### src/rtl/mini_audio_in_pkg.sv
// Shared types and constants for the stereo delta-sigma capture path.
package mini_audio_in_pkg;

  localparam int PCM_WIDTH = 16;

  localparam logic TRUE  = 1'b1;
  localparam logic FALSE = 1'b0;
  localparam logic ONE   = 1'b1;
  localparam logic ZERO  = 1'b0;

  typedef struct packed {
    logic [PCM_WIDTH-1:0] r;
    logic [PCM_WIDTH-1:0] l;
  } pcm_word_t;

  // Width of a sinc2 datapath decimating by 2^decim_bits: log2(R^2) + 1.
  function automatic int cic_w(input int decim_bits);
    return 2 * decim_bits + 1;
  endfunction

endpackage

### src/rtl/cic2_decim.sv
// One channel: input synchronizer, 2nd-order CIC decimator and saturating scale to 16-bit PCM.
module cic2_decim
  import mini_audio_in_pkg::*;
#(
  parameter int DECIM_BITS = 8
) (
  input  logic                 clk,
  input  logic                 reset,
  input  logic                 bit_in,
  input  logic                 strobe,
  output logic [PCM_WIDTH-1:0] pcm,
  output logic                 pcm_valid
);

  localparam int W       = cic_w(DECIM_BITS);
  localparam int FS_BITS = 2 * DECIM_BITS;

  logic [1:0]           sync_q;
  logic                 x;
  logic [W-1:0]         i1, i2;
  logic [W-1:0]         c1, c2;
  logic [W-1:0]         d1, d2;
  logic                 strobe_d1, strobe_d2;
  logic [FS_BITS-1:0]   sat;
  logic [PCM_WIDTH-1:0] pcm_next;

  assign x = sync_q[1];

  // Integrators wrap freely; the comb differences cancel the wrap exactly.
  always_ff @(posedge clk) begin
    if (reset) begin
      sync_q    <= '0;
      i1        <= '0;
      i2        <= '0;
      c1        <= '0;
      c2        <= '0;
      d1        <= '0;
      d2        <= '0;
      strobe_d1 <= FALSE;
      strobe_d2 <= FALSE;
      pcm       <= '0;
      pcm_valid <= FALSE;
    end else begin
      sync_q    <= {sync_q[0], bit_in};
      i1        <= i1 + {{(W-1){ZERO}}, x};
      i2        <= i2 + i1;
      strobe_d1 <= strobe;
      strobe_d2 <= strobe_d1;
      pcm_valid <= strobe_d2;
      if (strobe) begin
        c1 <= i2 - d1;
        d1 <= i2;
      end
      if (strobe_d1) begin
        c2 <= c1 - d2;
        d2 <= c1;
      end
      if (strobe_d2) begin
        pcm <= pcm_next;
      end
    end
  end

  // Only exact full scale (R^2) sets the top bit; clamp it to all ones.
  assign sat = c2[W-1] ? '1 : c2[FS_BITS-1:0];

  generate
    if (FS_BITS >= PCM_WIDTH) begin : g_shr
      assign pcm_next = sat[FS_BITS-1 -: PCM_WIDTH];
    end else begin : g_shl
      assign pcm_next = {sat, {(PCM_WIDTH-FS_BITS){ZERO}}};
    end
  endgenerate

endmodule

### src/rtl/mini_audio_in_fifo.sv
// Synchronous word FIFO with registered empty/full flags and a one-cycle pull read.
module mini_audio_in_fifo
  import mini_audio_in_pkg::*;
#(
  parameter int WIDTH      = 32,
  parameter int DEPTH_BITS = 4
) (
  input  logic             clk,
  input  logic             reset,
  input  logic             wr_en,
  input  logic [WIDTH-1:0] wr_data,
  input  logic             rd_req,
  output logic [WIDTH-1:0] rd_data,
  output logic             rd_valid,
  output logic             empty,
  output logic             full
);

  localparam int DEPTH = 1 << DEPTH_BITS;
  localparam int CW    = DEPTH_BITS + 1;
  // Full is declared three entries early, leaving slack in the storage.
  localparam logic [CW-1:0]         MAX_ITEMS = CW'(DEPTH - 3);
  localparam logic [CW-1:0]         CNT_STEP  = CW'(1);
  localparam logic [DEPTH_BITS-1:0] PTR_STEP  = DEPTH_BITS'(1);

  logic [WIDTH-1:0]      mem [DEPTH];
  logic [DEPTH_BITS-1:0] wr_ptr, rd_ptr;
  logic [CW-1:0]         count, count_next;
  logic                  push, pop;

  assign push = wr_en & ~full;
  assign pop  = rd_req & ~empty;

  always_comb begin
    count_next = count;
    case ({push, pop})
      2'b10:   count_next = count + CNT_STEP;
      2'b01:   count_next = count - CNT_STEP;
      default: count_next = count;
    endcase
  end

  always_ff @(posedge clk) begin
    if (reset) begin
      wr_ptr   <= '0;
      rd_ptr   <= '0;
      count    <= '0;
      empty    <= TRUE;
      full     <= FALSE;
      rd_data  <= '0;
      rd_valid <= FALSE;
    end else begin
      if (push) begin
        wr_ptr <= wr_ptr + PTR_STEP;
      end
      if (pop) begin
        rd_ptr  <= rd_ptr + PTR_STEP;
        rd_data <= mem[rd_ptr];
      end
      rd_valid <= pop;
      count    <= count_next;
      empty    <= (count_next == '0);
      full     <= (count_next >= MAX_ITEMS);
    end
  end

  always_ff @(posedge clk) begin
    if (push) begin
      mem[wr_ptr] <= wr_data;
    end
  end

endmodule

### src/rtl/mini_audio_in.sv
// Stereo 1-bit delta-sigma receiver: two sinc2 decimators feeding a PCM FIFO read by req/valid pull.
// Handshake: req_r pops one word when not empty; valid_r pulses the next cycle with data_r holding it.
module mini_audio_in
  import mini_audio_in_pkg::*;
#(
  parameter int DECIM_BITS         = 8,
  parameter int FIFO_DEPTH_IN_BITS = 4
) (
  input  logic        clk,
  input  logic        reset,
  input  logic        ext_audio_r,
  input  logic        ext_audio_l,
  input  logic        req_r,
  output logic [31:0] data_r,
  output logic        valid_r,
  output logic        empty,
  output logic        overflow,
  input  logic        overflow_clear
);

  localparam logic [DECIM_BITS-1:0] DC_STEP     = DECIM_BITS'(1);
  localparam logic [1:0]            SETTLE_DONE = 2'd2;
  localparam logic [1:0]            SETTLE_STEP = 2'd1;

  logic [DECIM_BITS-1:0] dc;
  logic                  strobe;
  logic [1:0]            settle_cnt;
  logic                  settled_at_strobe;
  logic                  pcm_valid_r, pcm_valid_l;
  logic                  wr_en;
  logic                  full;
  pcm_word_t             word;

  assign strobe = (dc == {DECIM_BITS{ONE}});

  // The settle flag is captured at the strobe so it stays aligned with that
  // strobe's output, which emerges three cycles later.
  always_ff @(posedge clk) begin
    if (reset) begin
      dc                <= '0;
      settle_cnt        <= '0;
      settled_at_strobe <= FALSE;
      overflow          <= FALSE;
    end else begin
      dc <= dc + DC_STEP;
      if (strobe) begin
        settled_at_strobe <= (settle_cnt == SETTLE_DONE);
        if (settle_cnt != SETTLE_DONE) begin
          settle_cnt <= settle_cnt + SETTLE_STEP;
        end
      end
      if (wr_en && full) begin
        overflow <= TRUE;
      end else if (overflow_clear) begin
        overflow <= FALSE;
      end
    end
  end

  cic2_decim #(.DECIM_BITS(DECIM_BITS)) u_cic_r (
    .clk       (clk),
    .reset     (reset),
    .bit_in    (ext_audio_r),
    .strobe    (strobe),
    .pcm       (word.r),
    .pcm_valid (pcm_valid_r)
  );

  cic2_decim #(.DECIM_BITS(DECIM_BITS)) u_cic_l (
    .clk       (clk),
    .reset     (reset),
    .bit_in    (ext_audio_l),
    .strobe    (strobe),
    .pcm       (word.l),
    .pcm_valid (pcm_valid_l)
  );

  assign wr_en = pcm_valid_r & pcm_valid_l & settled_at_strobe;

  mini_audio_in_fifo #(
    .WIDTH      (32),
    .DEPTH_BITS (FIFO_DEPTH_IN_BITS)
  ) u_fifo (
    .clk      (clk),
    .reset    (reset),
    .wr_en    (wr_en),
    .wr_data  (word),
    .rd_req   (req_r),
    .rd_data  (data_r),
    .rd_valid (valid_r),
    .empty    (empty),
    .full     (full)
  );

endmodule

### config.mk
export PLATFORM = sky130hd
export DESIGN_NAME = mini_audio_in
export DESIGN_NICKNAME = d
export VERILOG_FILES = /design/src/rtl/mini_audio_in_pkg.sv /design/src/rtl/cic2_decim.sv /design/src/rtl/mini_audio_in_fifo.sv /design/src/rtl/mini_audio_in.sv
export SDC_FILE = /design/constraint.sdc
export NUM_CORES = 1
export LEC_CHECK = 0
export ABC_AREA = 1
export CAP_MARGIN = 20
export CORE_AREA = 2 2 276 278
export CTS_CLUSTER_SIZE = 30
export DETAILED_ROUTE_END_ITERATION = 6
export DIE_AREA = 0 0 278 280
export GPL_TIMING_DRIVEN = 0
export PLACE_DENSITY = 0.64
export REMOVE_ABC_BUFFERS = 1
export SLEW_MARGIN = 20
export SYNTH_ARGS = -nofsm -noshare
export SYNTH_HDL_FRONTEND = slang
export SYNTH_SLANG_ARGS = --single-unit
### constraint.sdc
create_clock -name clk -period 7.43 [get_ports clk]
set_input_delay 1.1145 -clock clk [delete_from_list [all_inputs] [get_ports clk]]
set_output_delay 1.1145 -clock clk [all_outputs]
set_load 0.1 [all_outputs]
== After elaboration in Yosys (flattened, before gate mapping) ==
Memories as Yosys holds them, arrays and structs flattened. A register that Yosys moved wholly into a read port is not among the register bits.
Cells that the tools add are included.

* Add/subtract/negate cells: 14
* Magnitude comparators: 1
* Eq/ne operators: 5
* Multiplexer cells: 7
* Bitwise gates (word level): 5
* Reduce and logical (&&, ||, !) cells: 4

{| class="wikitable"
|+ Operator list
! cell !! number
|-
| $sub 17x17->17 || 4
|-
| $add 17x1->17 || 2
|-
| $add 17x17->17 || 2
|-
| $mux 16 || 2
|-
| $pmux 5 s2 || 1
|-
| $add 4x1->4 const B || 2
|-
| $add 8x1->8 const B || 1
|-
| $eq 8x8->1 const B || 1
|-
| $add 5x1->5 const B || 1
|-
| $ge 5x4->1 const B || 1
|-
| $logic_not 5->1 || 1
|-
| $sub 5x1->5 const B || 1
|-
| $eq 2x2->1 const B || 2
|-
| $mux 1 || 4
|-
| $and 1x1->1 || 3
|-
| $add 2x1->2 const B || 1
|-
| $eq 2x1->1 const B || 1
|-
| $ne 2x2->1 const B || 1
|-
| $not 1->1 || 2
|-
| $reduce_and 2->1 || 1
|-
| $reduce_bool 2->1 || 1
|-
| $logic_and 1x1->1 || 1
|}

* Flip-flop bits (word level): 271
* RAM bits: 512
* Input bits: 6
* Output and inout port bits: 35
* Memories: 1

{| class="wikitable"
|+ Memory list
! memory !! depth !! width !! read ports !! clocked after Yosys merged registers in !! wr ports !! RTL line !! text
|-
| u_fifo.mem || 16 || 32 || 1 || 1 || 1 || mini_audio_in_fifo.sv:26 || <nowiki>logic [WIDTH-1:0] mem [DEPTH];</nowiki>
|}

== Logic depth before layout (Yosys ltp) ==
Gate-level depths: netlist of run 1.

* Word-level depth: 5
* Gate-level depth with buffers: 18
* Depth with buffers taken out: 18

== Cells and area by module ==
From an unflattened synthesis of run 1, not the netlist that was laid out.

* Cells, all modules: 3957
* Area, all modules: 36885.4 um^2

{| class="wikitable"
|+ By module, submodules not included
! module !! instances !! cells an instance !! area an instance (um^2) !! seq. area each (um^2)
|-
| mini_audio_in_fifo || 1 || 1691 || 21926.0 || 16335.7
|-
| cic2_decim (u_cic_r) || 1 || 1102 || 7328.3 || 2462.4
|-
| cic2_decim (u_cic_l) || 1 || 1091 || 7084.3 || 2462.4
|-
| mini_audio_in || 1 || 73 || 546.8 || 240.2
|}

== Worst setup path before layout of run 1 ==
Ideal clock, no wire load.

* Kind: input-to-reg
* From: input port req_r
* To: register u_fifo.empty
* Setup time: 65 ps
* Arrival: 2978 ps
* Path slack: 4387 ps
* Stages: 13
* Path buffers: 1
* Cells stage by stage: inv_1 > nor2_1 > clkbuf_1 > ha_1 > inv_1 > nand2_1 > nand2_1 > ha_1 > o21ai_0 > a21oi_1 > nor2_1 > nand2_1 > nor2_1

* Word-level cells in the longest chain between the ends: 4
* Elaborated cells on any way between the ends: 5

{| class="wikitable"
|+ Ends and longest elaborated chain
! element !! RTL line !! text
|-
| start: declaration || mini_audio_in.sv:13 || <nowiki>input logic req_r,</nowiki>
|-
| $and 1x1->1 * || mini_audio_in_fifo.sv:32 || <nowiki>assign pop = rd_req & ~empty;</nowiki>
|-
| named net u_fifo.pop || mini_audio_in_fifo.sv:29 || <nowiki>logic push, pop;</nowiki>
|-
| $eq 2x1->1 or $eq 2x2->1 (tied branches) || mini_audio_in_fifo.sv:36 || <nowiki>case ({push, pop})</nowiki>
|-
| $pmux 5 s2 * || mini_audio_in_fifo.sv:36 ||
|-
| $logic_not 5->1 * || mini_audio_in_fifo.sv:62 || <nowiki>empty <= (count_next == '0);</nowiki>
|-
| end signal: assignment || mini_audio_in_fifo.sv:62 ||
|-
| end: declaration || mini_audio_in_fifo.sv:15 || <nowiki>output logic empty,</nowiki>
|}

The timed path passes the listed nets; every way through them passes the cells marked *.
A chain may end at the register's enable or synchronous reset.

== Final worst setup path of run 1 ==
* From: register u_fifo.empty
* To: output port empty

{| class="wikitable"
|+ RTL lines
! element !! RTL line !! text
|-
| end: declaration || mini_audio_in.sv:16 || <nowiki>output logic empty,</nowiki>
|}

No word-level cell between the ends.

==> results of run 1 <==
layout make-up:
class	instances	area share, %
well taps	978	2.95
inverters	375	3.45
multi-input cells	2586	30.8
repair buffers	92	4.10
clock buffers	106	5.56
clock inverters	52	1.53
flip-flops and latches	815	51.6
metrics by stage:
stage	worst slack, ns	utilization [%]	setup TNS, ns	instances	hold slack (ns)
after global routing	3.73	55.3	0	5004	0.429
after global placement	-11.50	49.4	-1167.23	4794	0.389
final	4.17	55.3	0	5004	0.399
after floorplan	-1.99	-	-64.97	3776	0.388
after detailed placement	4.03	51.3	0	4846	0.392
after CTS	4.13	55.3	0	5004	0.400
sequential cells by signal, indices dropped and copies added (netlist names), 4 cells and up:
name / cells
dc: 8
u_cic_r.c2: 17
u_cic_l.c2: 17
u_fifo.mem: 512
u_cic_r.d2: 17
u_fifo.rd_ptr: 4
u_cic_l.d1: 17
u_cic_l.c1: 17
u_cic_l.i2: 17
u_fifo.count: 5
u_cic_l.i1: 17
u_cic_l.d2: 17
u_fifo.rd_data: 32
u_cic_r.pcm: 16
u_cic_r.d1: 17
u_fifo.wr_ptr: 4
u_cic_r.i2: 17
u_cic_r.c1: 17
u_cic_r.i1: 17
u_cic_l.pcm: 16
synthesized netlist by cell type (2+ instances only):
library cell,count,area [sq um]
clkinv_1,2,7.51
inv_1,367,1380
edfxtp_1,512,15400
o21a_1,5,37.5
nor3_1,31,155
and3_1,4,25.0
a21o_1,3,22.5
o21ai_1,24,120
nand3_1,531,2660
fa_1,6,120
buf_2,66,330
o21ai_0,190,951
a21boi_0,3,22.5
buf_6,2,22.5
dfxtp_1,303,6070
nand3b_1,9,67.6
o21bai_1,5,37.5
o211ai_1,34,255
clkbuf_1,88,330
and2_1,4,25.0
a21oi_1,290,1450
inv_2,6,22.5
buf_4,6,45.0
buf_1,19,71.3
nand2_1,1044,3920
a211oi_2,3,37.5
nand4_1,10,62.6
nor3b_1,2,15.0
nor2_1,226,848
xor2_1,30,263
xnor2_1,11,96.3
ha_1,110,1380
power groups by stage:
stage / clock network (mW) / logic [mW] / registers [mW]
after floorplan: 0 / 0.846 / 5.38
final: 4.45 / 1.61 / 4.89
after CTS: 4.53 / 1.61 / 4.89
after global routing: 4.70 / 1.77 / 4.90
after global placement: 0 / 1.61 / 5.12
after detailed placement: 0 / 1.61 / 4.99
final timing paths:
check                                 end  slack (ns)
max                                 empty        4.17
max reg2reg   u_cic_l.d1[14]$_SDFFE_PP0P_        4.19
min          u_cic_r.sync_q[1]$_SDFF_PP0_        0.40
min reg2reg  u_cic_r.sync_q[1]$_SDFF_PP0_        0.40
placed cells by master (no fill, tap or decap), drive strengths merged, types with 10 or more instances in the layout:
cell	count
xnor2	11
clkdlybuf4s50	39
o211ai	34
bufinv	12
buf	53
nand2	1045
nand3	531
nor2	228
clkbuf	106
nand4	10
inv	376
xor2	30
clkinv	36
nor3	32
o21ai	214
a21oi	290
dfxtp	303
ha	110
edfxtp	512
metal layers:
layer	vias up	global-route usage, %	part of all wire, %
met1	12200	27.5	43
met2	627	38.4	49
met5	-	0	0
met4	0	7.43	2.8
li1	13300	-	-
met3	167	2.90	5.0
logic make-up after synthesis:
| group | count (synthesis) | share of synthesized area (%) |
|---|---|---|
| AO/OA/AOI/OAI | 560 | 8.14 |
| AND/OR/NAND/NOR | 1869 | 21.6 |
| adder cells (fa/ha/maj) | 116 | 4.12 |
| flip-flops | 815 | 59.1 |
| XOR/XNOR | 41 | 0.989 |
| buffers and inverters | 556 | 6.08 |
==> out/summary.txt, run 1 <==
Outcome: complete, no violations
Root buf cell: clkbuf_16
Seq cells post-synth: 815
Slew HR: 33.9%
Seq/Total Area, Yosys: 59.1%
Antenna cell count: 0
Initial drt markers: 2,035
Final count of pins violating max slew: 0
Vias in the first global route: 24,700
Num Clock Sinks: 815
First-pass GRT wire length: 134,000 microns
Core ar.: 0.0752 sq mm
Area of the multi-input gates: 0.0128 sq mm
Setup Fix Bufs, Post-CTS: 0
FMAX: 307 MHz
Layout fillers: 6,485
PwrDens: 263 mW/mm^2
Die width: 278 microns
Layout area overhead: 14.5%
Net Sw Frac: 27.6%
Unique masters post-synth: 43
Final setup viols: 0
Overall Power: 10.9 mW
Antenna violations before repair: 0
CP Class: register to output port
CP Depth: 1
Placement row count: 101
Clk_lat worst skew: 0.66 ns
RSZ-0062 raised after global routing: no
Routed vias: 26,300
Hold_buf cts: 0
Final wirelength: 84,700 microns
Mean area per synthesized cell: 9.17 sq um
Clk slew on worst S/H paths: 0.06 ns
Hold depth: 2
Final Hold Vio Count: 0
Vias per cell: 5.26
Die H: 280 microns
DRT Pass-1 Iters: 5
Number of synthesized flops with an enable pin: 512
Hold path start: u_cic_r.sync_q[0]$_SDFF_PP0_
Lkg Pwr: 16.6 nW
Max VDD drop: 188 uV
CTS max path bufs: 3
CP Cell Sequence: clkdlybuf4s50_1
Psw: 3.02 mW
Int Pwr: 7.93 mW
Worst EP arrival: 2.15 ns
Initial cell density of the core: 48.3%
Cell count after synthesis: 3,957
H-tree Lvls: 3
Worst path bufs/invs: 1
Startpoint Class: register
Final net count: 4,078
Reg-to-reg startpoint: dc[0]$_SDFF_PP0_
Total of max-cap violations: 0
Final instance area: 0.0415 sq mm
Final ANT Viol Nets: 0
Placed Area: 0.0386 sq mm
Clock Skew: 0.0253 ns
WP data required: 6.32 ns
Total track usage: 21.7%
Crit path max-delay family: buffers and inverters
Flop pwr share: 44.7%
CP Max Fanout: 2
Largest stage delay, worst path: 1.15 ns
IO Pins: 41
CTS tree: yes
Total gr overflow: 0
Post-route DRC violation count: 0
Fin crit share: 43.9%
Comb power frac: 14.7%
Setup crit start: u_fifo.empty$_SDFF_PP1_
Worst r2r path cells: 11
Post-Synthesis Cell Area: 0.0363 sq mm
CTS buffer count: 86
Ys flop type: edfxtp_1
Type of the tightest min-delay check: register to register
Share of synthesized flip-flops with an asynchronous set or reset: 0%
Sequential Area: 0.0215 sq mm
Post-DP HPWL: 52,700 microns
Final min period: 3.26 ns
Worst Tran Pin Value: 0.987 ns
WL per Instance: 16.9 microns
IO buf count: 40
Cts repair resizes: 0
Largest net degree at the start of global routing: 111
Layout cells sized above 1: 5.71%
YS warnings: 0
Placer Congestion: 0.831
CP max stage cell: clkdlybuf4s50_1
DIE AREA: 0.0778 sq mm
CP endpoint kind: output port
Clock Power Share: 40.7%
No activity file was read; power rests on OpenSTA's default activity.
==> run 2, diff against run 1 <==
PLACE_DENSITY = 0.67   (was 0.64)
clock period = 2.85 ns   (was 7.43 ns; I/O delays follow)
==> out/summary.txt, run 2 (synthesis gave the netlist of run 1 again) <==
Outcome: complete, no violations (unchanged)
Core ar.: 0.0752 sq mm (unchanged)
Clock Power Share: 40.4% (was 40.7%)
Antenna violations before repair: 0 (unchanged)
Placer Congestion: 0.835 (was 0.831)
CTS max path bufs: 3 (unchanged)
Final net count: 4,079 (was 4,078)
Die H: 280 microns (unchanged)
Final count of pins violating max slew: 0 (unchanged)
Placement row count: 101 (unchanged)
WP data required: 2.42 ns (was 6.32 ns)
Vias in the first global route: 25,400 (was 24,700)
Initial cell density of the core: 48.3% (unchanged)
Placed Area: 0.0385 sq mm (was 0.0386 sq mm)
Hold WS: 0.251 ns (was 0.399 ns)
CTS tree: yes (unchanged)
Overall Power: 28.4 mW (was 10.9 mW)
Final setup viols: 0 (unchanged)
Post-route DRC violation count: 0 (unchanged)
DIE AREA: 0.0778 sq mm (unchanged)
Hold path start: reset (was u_cic_r.sync_q[0]$_SDFF_PP0_)
Layout cells sized above 1: 5.56% (was 5.71%)
Int Pwr: 20.5 mW (was 7.93 mW)
Psw: 7.87 mW (was 3.02 mW)
PwrDens: 685 mW/mm^2 (was 263 mW/mm^2)
Largest stage delay, worst path: 1.19 ns (was 1.15 ns)
Worst Tran Pin Value: 1.06 ns (was 0.987 ns)
Most frequent cells in the layout: nand2_1 (1,044), nand3_1 (531), edfxtp_1 (512), inv_1 (364), dfxtp_1 (297) (unchanged)
FMAX: 368 MHz
Largest net degree at the start of global routing: 134 (was 111)
Comb power frac: 14.7% (about the same)
Worst EP arrival: 2.29 ns (was 2.15 ns)
Num Clock Sinks: 815 (unchanged)
Clk slew on worst S/H paths: 0.06 ns (about the same)
IO buf count: 40 (unchanged)
Startpoint Class: register (unchanged)
Final ANT Viol Nets: 0 (unchanged)
Final wirelength: 84,000 microns (was 84,700 microns)
CP Cell Sequence: clkdlybuf4s50_1 (unchanged)
Reg-to-reg startpoint: u_fifo.rd_ptr[1]$_SDFFE_PP0P_ (was dc[0]$_SDFF_PP0_)
Slew HR: 28.8% (was 33.9%)
Layout area overhead: 14.2% (was 14.5%)
Setup crit start: u_fifo.empty$_SDFF_PP1_ (unchanged)
CP max stage cell: clkdlybuf4s50_1 (unchanged)
Total track usage: 21.5% (was 21.7%)
H-tree Lvls: 3 (unchanged)
Final instance area: 0.0415 sq mm (about the same)
Initial drt markers: 2,256 (was 2,035)
RSZ-0062 raised after global routing: no (unchanged)
CP Max Fanout: 3 (was 2)
Total of max-cap violations: 0 (unchanged)
Max FFs per register: 512 (unchanged)
WL per Instance: 16.8 microns (was 16.9 microns)
Clock Skew: 0.0170 ns (was 0.0253 ns)
Vias per cell: 5.30 (was 5.26)
Worst path bufs/invs: 1 (unchanged)
Commonest non-fill, non-tap cell in the layout: nand2_1 (unchanged)
Total gr overflow: 0 (unchanged)
First-pass GRT wire length: 134,000 microns (about the same)
Layout fillers: 6,436 (was 6,485)
CP Class: register to output port (unchanged)
DRT Pass-1 Iters: 6 (was 5)
IO Pins: 41 (unchanged)
Net Sw Frac: 27.7% (was 27.6%)
Routed vias: 26,600 (was 26,300)
Final Hold Vio Count: 0 (unchanged)
CP endpoint kind: output port (unchanged)
CTS buffer count: 87 (was 86)
Max VDD drop: 475 uV (was 188 uV)
Regs by FF count: u_fifo.mem: 512 flops, u_fifo.rd_data: 32 flops (unchanged)
Lkg Pwr: 16.6 nW (about the same)
Die width: 278 microns (unchanged)
Flop pwr share: 44.9% (was 44.7%)
Clk_lat worst skew: 0.65 ns (was 0.66 ns)
Crit path max-delay family: buffers and inverters (unchanged)
Hold_buf cts: 0 (unchanged)
Post-DP HPWL: 50,900 microns (was 52,700 microns)
Most flop-heavy register: u_fifo.mem (unchanged)
Fin crit share: 95.5%
Final min period: 2.72 ns
Type of the tightest min-delay check: primary input to register (was register to register)
Antenna cell count: 0 (unchanged)
Root buf cell: clkbuf_16 (unchanged)
==> run 2: cell count changes in the layout (fill, tap and decap cells not counted), sizes merged <==
| cell | before | now |
|---|---|---|
| clkbuf | 106 | 115 |
| nor2 | 228 | 230 |
| inv | 376 | 378 |
| clkinv | 36 | 34 |
| clkinvlp | 3 | 2 |
| buf | 53 | 50 |
| bufinv | 12 | 9 |
==> run 2: worst paths after layout <==
path	to	slack [ns]	depth (start not counted)
worst min register to register	u_cic_l.sync_q[1]$_SDFF_PP0_	0.40	2
worst min-delay path	u_cic_l.i1[16]$_SDFF_PP0_	0.25	2
worst max register to register	u_fifo.rd_data[25]$_SDFFE_PP0P_	0.24	9
worst max-delay path	empty	0.13	1
==> run 2: cell type report <==
type	instances	area, sq um	area share, %
Sequential cell	815	21500	51.7
Clock inverter	48	519	1.25
Timing Repair Buffer	90	1640	3.95
Multi-Input combinational cell	2588	12800	30.8
Tap cell	978	1220	2.95
Clock buffer	114	2400	5.79
Inverter	375	1440	3.47
==> run 2: per-layer routing <==
layer	wire length (microns)	track usage, %
met2	41300	38.1
met1	36300	27.0
met5	0	0
met4	2520	7.72
met3	3860	2.71
==> run 2: power by group through the flow <==
| stage | clock network, mW | logic (mW) | registers, mW |
|---|---|---|---|
| 6_report | 11.5 | 4.18 | 12.8 |
| 5_1_grt | 12.1 | 4.61 | 12.8 |
| 4_1_cts | 11.7 | 4.11 | 12.8 |
| 3_5_place_dp | 0 | 4.10 | 13.0 |
| 3_3_place_gp | 0 | 3.97 | 13.3 |
| 2_1_floorplan | 0 | 2.21 | 14.0 |
==> run 2: repair_timing <==
item,CTS,global route
hold endpoints to repair,0,0
endpoints found under the setup margin,11,62
setup buffers,0,1
gates resized for setup,1,1
cloned,1,2
pin swaps,1,1
==> run 2: stage by stage <==
stage               instances  util, %  worst slack [ns]  TNS (ns)
detailed placement       4842     51.2            -0.341     -1.12
finish                   5008     55.2             0.130         0
global placement         4794     49.4            -15.35  -2972.13
global route             5008     55.2            0.0711         0
CTS                      5005     55.1            0.0684         0
floorplan                3776        -             -6.57   -316.89
